==> config.mk <==
export PLATFORM = sky130hd
export DESIGN_NAME = rom_fetch_unit_flat
export DESIGN_NICKNAME = d
export VERILOG_FILES = /design/src/rtl/rom_fetch_if.sv /design/src/rtl/rom_fetch_unit.sv /design/src/flat_wrapper.sv
export SDC_FILE = /design/constraint.sdc
export NUM_CORES = 1
export LEC_CHECK = 0
export ABC_AREA = 1
export BUFFER_PORTS_ARGS = -buffer_cell sky130_fd_sc_hd__clkbuf_2
export CAP_MARGIN = 20
export CORE_MARGIN = 1.5
export CORE_UTILIZATION = 42
export DETAILED_ROUTE_END_ITERATION = 7
export PLACE_DENSITY = 0.64
export SETUP_SLACK_MARGIN = 0.15
export SLEW_MARGIN = 20
export SYNTH_ARGS = -nofsm -noshare
export SYNTH_HDL_FRONTEND = slang
export SYNTH_SLANG_ARGS = --single-unit
export TNS_END_PERCENT = 10
==> constraint.sdc <==
create_clock -name clk -period 5 [get_ports clk]
set_input_delay 1.25 -clock clk [delete_from_list [all_inputs] [get_ports clk]]
set_output_delay 1.25 -clock clk [all_outputs]
set_load 0.03 [all_outputs]
==> src/rtl/rom_fetch_if.sv <==
// Fetch-unit bus bundle: redirect request, synchronous ROM read port,
// ready/valid instruction output stream and sticky fault flag.
interface rom_fetch_if;
    logic        redirect;
    logic [31:0] redirect_pc;
    logic        rom_en;
    logic [8:0]  rom_addr;
    logic [31:0] rom_data;
    logic        out_valid;
    logic        out_ready;
    logic [31:0] out_instr;
    logic [31:0] out_pc;
    logic        fault;

    modport master (
        input  redirect, redirect_pc, rom_data, out_ready,
        output rom_en, rom_addr, out_valid, out_instr, out_pc, fault
    );

    modport slave (
        output redirect, redirect_pc, rom_data, out_ready,
        input  rom_en, rom_addr, out_valid, out_instr, out_pc, fault
    );
endinterface

==> src/rtl/rom_fetch_unit.sv <==
// Sequential instruction fetch from a 512-word synchronous ROM into a 2-entry
// FIFO, with redirect flush and a fault stop on out-of-range or misaligned pc.
module rom_fetch_unit #(
    parameter logic [31:0] RESET_PC = 32'h0000_0000
) (
    input  logic         clk,
    input  logic         rst_n,
    rom_fetch_if.master  bus
);
    typedef enum logic [1:0] {IDLE, FETCH, FAULT} state_t;

    state_t      state, state_nxt;
    logic [31:0] fetch_pc;
    logic [31:0] pending_pc;
    logic        pending;
    logic [1:0]  count;
    logic        rd_ptr, wr_ptr;
    logic [31:0] fifo_instr [2];
    logic [31:0] fifo_pc    [2];
    logic        pc_legal, redirect_legal;
    logic        pop, push, issue;
    logic [2:0]  occupancy;

    function automatic logic is_legal(input logic [31:0] pc);
        return (pc[31:11] == 21'd0) && (pc[1:0] == 2'd0);
    endfunction

    assign pc_legal       = is_legal(fetch_pc);
    assign redirect_legal = is_legal(bus.redirect_pc);

    assign bus.out_valid = (count != 2'd0);
    assign bus.out_instr = bus.out_valid ? fifo_instr[rd_ptr] : '0;
    assign bus.out_pc    = bus.out_valid ? fifo_pc[rd_ptr]    : '0;
    assign pop           = bus.out_valid & bus.out_ready;

    // Count the in-flight read as occupied so the response always has a slot.
    assign occupancy = {1'b0, count} + {2'b0, pending} - {2'b0, pop};
    assign issue     = (state == FETCH) && pc_legal && !bus.redirect
                       && (occupancy < 3'd2);

    assign bus.rom_en   = issue;
    assign bus.rom_addr = fetch_pc[10:2];
    assign push         = pending & ~bus.redirect;
    assign bus.fault    = (state == FAULT) && (count == 2'd0) && !pending;

    always_comb begin
        state_nxt = state;
        case (state)
            IDLE:    state_nxt = FETCH;
            FETCH:   if (!pc_legal) state_nxt = FAULT;
            FAULT:   state_nxt = FAULT;
            default: state_nxt = IDLE;
        endcase
        // An illegal redirect target faults at once rather than one cycle later.
        if (bus.redirect)
            state_nxt = redirect_legal ? FETCH : FAULT;
    end

    always_ff @(posedge clk or negedge rst_n) begin
        if (!rst_n) begin
            state      <= IDLE;
            fetch_pc   <= RESET_PC;
            pending_pc <= '0;
            pending    <= 1'b0;
            count      <= '0;
            rd_ptr     <= 1'b0;
            wr_ptr     <= 1'b0;
        end else begin
            state <= state_nxt;
            if (bus.redirect) begin
                fetch_pc <= bus.redirect_pc;
                pending  <= 1'b0;
                count    <= '0;
                rd_ptr   <= 1'b0;
                wr_ptr   <= 1'b0;
            end else begin
                pending <= issue;
                if (issue) begin
                    fetch_pc   <= fetch_pc + 32'd4;
                    pending_pc <= fetch_pc;
                end
                if (push) wr_ptr <= ~wr_ptr;
                if (pop)  rd_ptr <= ~rd_ptr;
                count <= count + {1'b0, push} - {1'b0, pop};
            end
        end
    end

    always_ff @(posedge clk) begin
        if (push) begin
            fifo_instr[wr_ptr] <= bus.rom_data;
            fifo_pc[wr_ptr]    <= pending_pc;
        end
    end
endmodule

==> src/flat_wrapper.sv <==
// flat-port wrapper written by rule: the top's interface ports become plain ports
module rom_fetch_unit_flat 
#(
    parameter logic [31:0] RESET_PC = 32'h0000_0000
)
  (clk, rst_n, bus_redirect, bus_redirect_pc, bus_rom_data, bus_out_ready, bus_rom_en, bus_rom_addr, bus_out_valid, bus_out_instr, bus_out_pc, bus_fault);
  rom_fetch_if bus_i ();
  input  logic clk;
  input  logic rst_n;
  input wire logic [$bits(bus_i.redirect)-1:0] bus_redirect;
  input wire logic [$bits(bus_i.redirect_pc)-1:0] bus_redirect_pc;
  input wire logic [$bits(bus_i.rom_data)-1:0] bus_rom_data;
  input wire logic [$bits(bus_i.out_ready)-1:0] bus_out_ready;
  output wire logic [$bits(bus_i.rom_en)-1:0] bus_rom_en;
  output wire logic [$bits(bus_i.rom_addr)-1:0] bus_rom_addr;
  output wire logic [$bits(bus_i.out_valid)-1:0] bus_out_valid;
  output wire logic [$bits(bus_i.out_instr)-1:0] bus_out_instr;
  output wire logic [$bits(bus_i.out_pc)-1:0] bus_out_pc;
  output wire logic [$bits(bus_i.fault)-1:0] bus_fault;
  assign bus_i.redirect = bus_redirect;
  assign bus_i.redirect_pc = bus_redirect_pc;
  assign bus_i.rom_data = bus_rom_data;
  assign bus_i.out_ready = bus_out_ready;
  assign bus_rom_en = bus_i.rom_en;
  assign bus_rom_addr = bus_i.rom_addr;
  assign bus_out_valid = bus_i.out_valid;
  assign bus_out_instr = bus_i.out_instr;
  assign bus_out_pc = bus_i.out_pc;
  assign bus_fault = bus_i.fault;
  rom_fetch_unit #(.RESET_PC(RESET_PC)) u_core (.clk(clk), .rst_n(rst_n), .bus(bus_i));
endmodule
# After elaboration in Yosys (flattened, before gate mapping)
# Memory sizes are Yosys's and may differ from the RTL's.
# Cells that the tools add are included.
[op_classes] order_cmp=1 n_reduce_logical=20 bitwise=5 n_addsub=5 n_eq_ne=3 n_mux=16
[op_table] op="two-way mux 32 bit" count=4
[op_table] op="zero test 21 bit" count=2
[op_table] op="adder 32 x 3 -> 32 bit (second input constant)" count=1
[op_table] op="zero test 2 bit" count=4
[op_table] op="two-way mux 2 bit" count=4
[op_table] op="nonzero test 2 bit" count=4
[op_table] op="logical AND 1 bit" count=7
[op_table] op="two-way mux 1 bit" count=7
[op_table] op="case mux 2 bit (3 select lines)" count=1
[op_table] op="adder 2 x 1 -> 3 bit" count=1
[op_table] op="< comparator 3 x 2 -> 1 bit (second input constant)" count=1
[op_table] op="inequality test 3 bit (second input constant)" count=1
[op_table] op="NOT 1 bit" count=3
[op_table] op="subtractor 3 x 1 -> 3 bit" count=1
[op_table] op="adder 2 x 1 -> 2 bit" count=1
[op_table] op="bitwise AND 1 bit" count=2
[op_table] op="equality test 2 x 1 -> 1 bit (second input constant)" count=1
[op_table] op="equality test 2 bit (second input constant)" count=1
[op_table] op="zero test 1 bit" count=2
[op_table] op="AND reduction 2 bit" count=1
[op_table] op="subtractor 2 x 1 -> 2 bit" count=1
[word_totals] register_bits=71 n_memories=2 output_inout_bits=76 mem_bits_rw=128 wordCells=59 input_bits=68
[mem_list] name="u_core.fifo_instr" depth=2 word_bits=32 read_ports=1 rd_ports_with_merged_regs=0 wr=1 line_no="rom_fetch_unit.sv:18" rtl="logic [31:0] fifo_instr [2];"
[mem_list] name="u_core.fifo_pc" depth=2 word_bits=32 read_ports=1 rd_ports_with_merged_regs=0 wr=1 line_no="rom_fetch_unit.sv:19" rtl="logic [31:0] fifo_pc [2];"

# Depth between registers and ports, before layout
# Gate-level depths: netlist (run 1).
[depth] ltp_word=7 mapped_depth=14 depth_no_buf=13

# Worst setup path before layout (run 1)
# OpenSTA, ideal clock, no wires.
[synth_path] kind="input to register" start="input port bus_redirect" end="memory u_core.fifo_instr[0][0], enable pin" slack_ns=0.230 n_path_buf=1 cell_stages=4 arrival_ns=4.283 t_required_ns=4.514 path_cell_list="buf_4 nor2_1 inv_1 nor2_1"
[synth_between] elab_chain_len=4
[synth_rtl] element="from (decl)" line_no="flat_wrapper.sv:10" rtl="input wire logic [$bits(bus_i.redirect)-1:0] bus_redirect;"
[synth_rtl] element="NOT 1 bit (no source line)"
[synth_rtl] element="bitwise AND 1 bit" line_no="rom_fetch_unit.sv:43" rtl="assign push = pending & ~bus.redirect;"
[synth_rtl] element="two-way mux 1 bit" line_no="rom_fetch_unit.sv:90" rtl="if (push) begin"
[synth_rtl] element="two-way mux 1 bit (not written as such)" line_no="rom_fetch_unit.sv:91" rtl="fifo_instr[wr_ptr] <= bus.rom_data;"
[synth_rtl] element="to (decl)" line_no="rom_fetch_unit.sv:18"
# Every way passes these cells.

# Worst setup path after layout (run 1)
[layout_path] start="input port bus_out_ready" end="output port bus_rom_en"
[layout_between] elab_chain_len=4
[layout_rtl] element="from (decl)" line_no="flat_wrapper.sv:13" rtl="input wire logic [$bits(bus_i.out_ready)-1:0] bus_out_ready;"
[layout_rtl] element="bitwise AND 1 bit" line_no="rom_fetch_unit.sv:34" rtl="assign pop = bus.out_valid & bus.out_ready;"
[layout_rtl] element="subtractor 3 x 1 -> 3 bit" line_no="rom_fetch_unit.sv:37" rtl="assign occupancy = {1'b0, count} + {2'b0, pending} - {2'b0, pop};"
[layout_rtl] element="< comparator 3 x 2 -> 1 bit" line_no="rom_fetch_unit.sv:39" rtl="&& (occupancy < 3'd2);"
[layout_rtl] element="logical AND 1 bit" line_no="rom_fetch_unit.sv:39"
[layout_rtl] element="to (decl)" line_no="flat_wrapper.sv:14" rtl="output wire logic [$bits(bus_i.rom_en)-1:0] bus_rom_en;"
# Every way passes these cells.

==> qor.csv, run 1 <==
stage,metric,value,unit
final_layout,diodes,0,
drt,drcViolationCount,0,
final_layout,drive_above_1_share,0.2060,
clocking,cts_tree,done,
setup_path,cp_cell_sequence,clkbuf_2 > nand2_1 > nor2_1 > o21ai_0 > fa_1 > o21ai_1 > a21oi_1 > and2_1 > clkbuf_2,
min_path,hold_class,reg2reg,
global_routing,first_global_vias,5279,
sta,min_period,4.119,ns
global_routing,grt_overflow,0,
sta,fmax,242.8,MHz
min_path,whs_path_depth,0,
sta,slew_headroom,0.3720,
global_routing,track_usage,0.1659,
floorplanning,initial_core_util,0.4257,
logic_synthesis,ys.flop_type,edfxtp_1,
logic_synthesis,synth_area_leaders,"edfxtp_1 (47%), dfrtp_1 (22%), nand2_1 (12%)",
clocking,postCtsHoldBufs,0,
setup_path,max_stage_delay,0.50,ns
setup_path,path_class,in2out,
global_routing,grt_max_degree,72,
setup_path,start_kind,input pin,
sta,hold_viol,0,
floorplanning,io_pins,144,
power,ir_drop,0.0002363,V
logic_synthesis,synthArstFlopShare,0.3568,
power,intPower,2.609,mW
floorplanning,fp.dieW,143.0,um
drt,viasPerCell,4.708,
final_layout,mostFrequentLayoutCell,nand2_1,
power,p_switching,1.144,mW
logic_synthesis,yosysWarnings,0,
setup_path,rrSetupSlack,2.09,ns
logic_synthesis,yosysTopAreaCell,edfxtp_1,
clocking,clock-sinks,199,
global_routing,grt_pass1_wl,26.30,mm
place,dp_hpwl,9.779,mm
setup_path,r2r_end,u_core.pending_pc[7]$_DFFE_PN0P_,
sta,tightest_slew,0.9419,ns
drt,routedWlPerCell,13.67,um
setup_path,crit_arrival,2.87,ns
min_path,worstHoldEndpoint,u_core.fifo_pc[1][12]$_DFFE_PP_,
clocking,clkTransAtPathRegs,0.06,ns
sta,clock_skew,0.01707,ns
setup_path,reg2reg_depth,12,
sta,holdWs,0.4706,ns
drt,ant_nets,0,
logic_synthesis,synth_top_cell_area_share,0.4669,
setup_path,cp_top_family,adder cells,
final_layout,final_util,0.5007,
drt,drt_iter0_markers,256,
place,gp_congestion,0.7962,
drt,wl,16.36,mm
final_layout,syn2layout_area_growth,17.62,%
sta,fin_tns_setup,0,ns
clocking,post_cts_buffers,0,
clocking,clk_latency,0.42,ns
setup_path,required,3.75,ns
logic_synthesis,netlist_instances,795,
final_layout,layout_common_cells,"nand2_1 (260), clkbuf_2 (142), edfxtp_1 (128)",
place,placed_area,9138,um2
sta,period_share,0.8238,
floorplanning,die_h,143.0,um
power,power_frac_clock,0.331,
clocking,clockRootBuffer,clkbuf_16,
floorplanning,core_region_area,19330,um2
floorplanning,dieArea,20450,um2
sta,finalSetupViolCount,0,
power,leakagePower,4.517,nW
setup_path,endpoint_kind,primary output,
clocking,h-tree-depth,4,
final_layout,nNetsFinal,994,
setup_path,cp_max_fo,4,
logic_synthesis,synthesis.nets,870,
logic_synthesis,avgSynthCellArea,10.35,um2
clocking,cts_made_buffers,17,
logic_synthesis,synth-seq-cells,199,
drt,vias,5636,
global_routing,antenna_found_initial,0,
clocking,post_cts_resized,0,
clocking,clock_path_buffers,2,
final_layout,final_area,9682,um2
setup_path,cpMostUsedCell,clkbuf_2,
sta,slew_violations,0,
power,p_per_area,387.6,nW/um2
setup_path,cp_slowest_cell,fa_1,
min_path,worstHoldStart,u_core.pending_pc[12]$_DFFE_PN0P_,
floorplanning,rows,51,
power,total_power,3.753,mW
logic_synthesis,ys_types,30,
setup_path,crit_buf_inv,2,
sta,rsz0062_at_grt,false,
logic_synthesis,netlist_area,8232,um2
outcome,status,"complete, no violations",
job,drv_cap,0,
final_layout,n_fill_cell,1771,
logic_synthesis,seq_area_frac_synth,0.6828,
logic_synthesis,synth_edf_count,128,
place,port_buffers,143,
power,pwr-share-comb,0.186,
power,swShare,0.3048,
power,p_seq_frac,0.483,
drt,dr.pass1.iters,5,
setup_path,r2r_start,u_core.count[1]$_DFF_PN0_,
## worst max path at each step
stage,startpoint,depth (start not counted),slack [ns],to
6_report,bus_out_ready,9,0.88,bus_rom_en
5_1_grt,bus_out_ready,9,0.72,bus_rom_en
4_1_cts,bus_out_ready,9,0.88,bus_rom_en
3_5_place_dp,bus_out_ready,9,0.90,bus_rom_en
3_3_place_gp,bus_out_ready,9,0.89,bus_rom_en
2_1_floorplan,bus_redirect,4,0.23,u_core.fifo_instr[0][0]$_DFFE_PP_
## power by group through the flow
stage | sequential [mW] | combinational (mW) | clock, mW
global placement | 1.85 | 0.702 | 0
global route | 1.82 | 0.774 | 1.34
CTS | 1.81 | 0.710 | 1.28
floorplan | 1.83 | 0.496 | 0
finish | 1.81 | 0.699 | 1.24
detailed placement | 1.85 | 0.709 | 0
## layout make-up
| type | count | area, um2 | area share |
|---|---|---|---|
| sequential | 199 | 5622 | 0.5806 |
| multi-input combinational | 478 | 2132 | 0.2202 |
| timing repair buffer | 152 | 785.8 | 0.08116 |
| clock buffer | 19 | 442.9 | 0.04575 |
| tap | 265 | 331.6 | 0.03425 |
| inverter | 71 | 266.5 | 0.02753 |
| clock inverter | 13 | 101.3 | 0.01047 |
## Yosys cell counts (3+ instances only)
library cell	count
nand2_1	260
edfxtp_1	128
dfrtp_1	71
inv_1	71
a21oi_1	67
nor2_1	59
nand3_1	49
buf_1	16
buf_2	11
buf_4	10
o21ai_0	10
clkbuf_1	9
ha_1	6
nand4_1	5
xor2_1	3
## cells by family (layout without fill, tap and decap cells)
kind of cell / Yosys count / in the layout / synth area share
adder cells (fa/ha/maj): 7 / 7 / 0.01155
flip-flops: 199 / 199 / 0.6828
AND/OR/NAND/NOR: 383 / 383 / 0.1877
AO/OA/AOI/OAI: 83 / 83 / 0.05168
XOR/XNOR: 5 / 5 / 0.005321
buffers and inverters: 118 / 255 / 0.06095
## per-stage QoR
stage / instances / setup WS (ns)
after floorplan: 795 / 0.2303
after global placement: 1165 / 0.8910
after detailed placement: 1165 / 0.8952
after CTS: 1197 / 0.8772
after global routing: 1197 / 0.7211
final: 1197 / 0.8811
## sequential cells by signal, summed over array words and instances (netlist names), 2 cells and up
register / count
u_core.count: 2
u_core.state: 2
u_core.fifo_instr: 64
u_core.fetch_pc: 32
u_core.fifo_pc: 64
u_core.pending_pc: 32
## worst reg2reg max path, cell delays in order, from the launching register on
cell and delay, ns:
dfrtp_1 0.48, nor2_4 0.06, inv_1 0.09, nand2_1 0.11, nor2_1 0.18, o21ai_0 0.14
fa_1 0.50, o21ai_1 0.06, a21oi_1 0.20, nand3_2 0.41, buf_4 0.39, nor2_1 0.14
nor2_1 0.06
## routing by layer
layer | track usage | up-vias | part of all wire
met3 | 0.04192 | 10 | 0.063
li1 | - | 2836 | -
met1 | 0.2223 | 2623 | 0.46
met4 | 0.04341 | 0 | 0.0075
met5 | 0 | - | 0
met2 | 0.2700 | 167 | 0.47
No activity file was read; power rests on OpenSTA's default activity.
==> inputs of run 2 (changes only) <==
- clock period: 5 -> 4.3 ns (I/O delays scaled with it)
==> qor.csv, run 2 (same netlist as run 1, synthesis figures left out) <==
stage,metric,value,unit
outcome,status,"complete, no violations",
setup_path,endpoint_kind,primary output,
job,drv_cap,0,
final_layout,drive_above_1_share,0.2109,
floorplanning,die_h,143.0,um
floorplanning,core_region_area,19330,um2
clocking,clkTransAtPathRegs,0.06,ns
sta,clock_skew,0.01361,ns
global_routing,antenna_found_initial,0,
sta,tightest_slew,0.9500,ns
global_routing,grt_max_degree,72,
setup_path,crit_arrival,2.69,ns
drt,vias,5592,
final_layout,layout_common_cells,"nand2_1 (260), clkbuf_2 (142), edfxtp_1 (128)",
final_layout,top_regs,"u_core.fifo_instr: 64 flops, u_core.fifo_pc: 64 flops",
drt,drcViolationCount,0,
sta,min_period,3.769,ns
sta,period_share,0.8765,
global_routing,grt_pass1_wl,26.85,mm
power,p_per_area,461.7,nW/um2
clocking,clockRootBuffer,clkbuf_16,
setup_path,path_class,in2out,
floorplanning,io_pins,144,
floorplanning,fp.dieW,143.0,um
clocking,clock_path_buffers,2,
place,gp_congestion,0.7751,
final_layout,nNetsFinal,996,
setup_path,max_stage_delay,0.49,ns
floorplanning,rows,51,
power,leakagePower,4.575,nW
setup_path,cp_cell_sequence,clkbuf_2 > nand2_1 > nor2_1 > o21ai_0 > fa_1 > o21ai_1 > a21oi_1 > and2_1 > clkbuf_2,
sta,finalWorstSetupSlack,0.5312,ns
setup_path,cp_max_fo,4,
clocking,clk_latency,0.42,ns
drt,ant_nets,0,
setup_path,cpMostUsedCell,clkbuf_2,
global_routing,grt_overflow,0,
global_routing,first_global_vias,5369,
clocking,post_cts_resized,0,
clocking,postCtsHoldBufs,0,
drt,drt_iter0_markers,283,
final_layout,diodes,0,
final_layout,syn2layout_area_growth,18.98,%
power,ir_drop,0.0002628,V
sta,slew_headroom,0.3667,
place,port_buffers,143,
setup_path,cp_slowest_cell,fa_1,
drt,routedWlPerCell,13.84,um
clocking,clock-sinks,199,
drt,viasPerCell,4.664,
power,total_power,4.522,mW
min_path,hold_class,reg2reg,
global_routing,track_usage,0.1691,
floorplanning,dieArea,20450,um2
setup_path,start_kind,input pin,
sta,rsz0062_at_grt,false,
clocking,cts_made_buffers,17,
floorplanning,initial_core_util,0.4257,
sta,finalSetupViolCount,0,
final_layout,mostFrequentLayoutCell,nand2_1,
setup_path,required,3.22,ns
clocking,cts_tree,done,
clocking,post_cts_buffers,0,
sta,slew_violations,0,
clocking,h-tree-depth,4,
place,dp_hpwl,9.880,mm
sta,fmax,265.3,MHz
drt,dr.pass1.iters,5,
place,place_ws,0.5449,ns
sta,hold_viol,0,
drt,wl,16.60,mm
==> run 2: cell count changes in the layout (fill, tap and decap cells not counted), sizes merged <==
| cell | previous run | this run |
|---|---|---|
| buf | 10 | 12 |
| bufinv | 0 | 2 |
| clkbuf | 161 | 160 |
| clkinv | 6 | 5 |
| clkinvlp | 4 | 2 |
| inv | 74 | 76 |
==> run 2: worst paths after layout <==
path	startpoint	endpoint	slack, ns	depth (start not counted)
worst max register to register	u_core.count[1]$_DFF_PN0_	u_core.fetch_pc[13]$_DFFE_PN0P_	1.22	12
worst min-delay path	u_core.pending_pc[1]$_DFFE_PN0P_	u_core.fifo_pc[0][1]$_DFFE_PP_	0.47	0
worst min register to register	u_core.pending_pc[1]$_DFFE_PN0P_	u_core.fifo_pc[0][1]$_DFFE_PP_	0.47	0
max in group asynchronous	rst_n	u_core.rd_ptr$_DFFE_PN0P_	2.83	1
min in group asynchronous	rst_n	u_core.fetch_pc[26]$_DFFE_PN0P_	0.80	1
worst max-delay path	bus_out_ready	bus_rom_en	0.53	9
==> run 2: where the power goes <==
group / leakage [nW] / internal [mW] / switching [mW]
combinational: 2.23 / 0.210 / 0.607
clock: 0.292 / 0.889 / 0.710
sequential: 2.05 / 2.06 / 0.0437
total: 4.57 / 3.16 / 1.36
==> run 2: critical path: cells and delay by family <==
kind | cells | cell delay, ns
and+or+nand+nor | 3 | 0.44
buffers and inverters | 2 | 0.28
AOI/OAI and AO/OA | 3 | 0.41
adders and majority gates | 1 | 0.49
==> run 2: final cells by class <==
type                       instances  area [um2]
fill                            1763        9540
clock inverter                    14       165.2
clock buffer                      18       439.2
multi-input combinational        478        2132
timing repair buffer             154       838.3
inverter                          71       266.5
sequential                       199        5622
tap                              265       331.6
==> run 2: layer usage <==
metal | vias up | share of wire | track usage
met5 | - | 0 | 0
met3 | 14 | 0.061 | 0.03555
met4 | 0 | 0.0090 | 0.04558
met1 | 2582 | 0.46 | 0.2303
met2 | 166 | 0.47 | 0.2754
li1 | 2830 | - | -
==> run 2: per-stage QoR <==
stage	TNS (ns)	cell area, um2	util	hold WS, ns	instances
final	0	9794	0.5066	0.4713	1199
after detailed placement	0	9190	0.4753	0.4556	1167
after global routing	0	9794	0.5066	0.4821	1199
after CTS	0	9794	0.5066	0.4720	1199
after floorplan	-37.72	8232	-	0.4421	795
after global placement	0	9190	0.4753	0.4482	1167
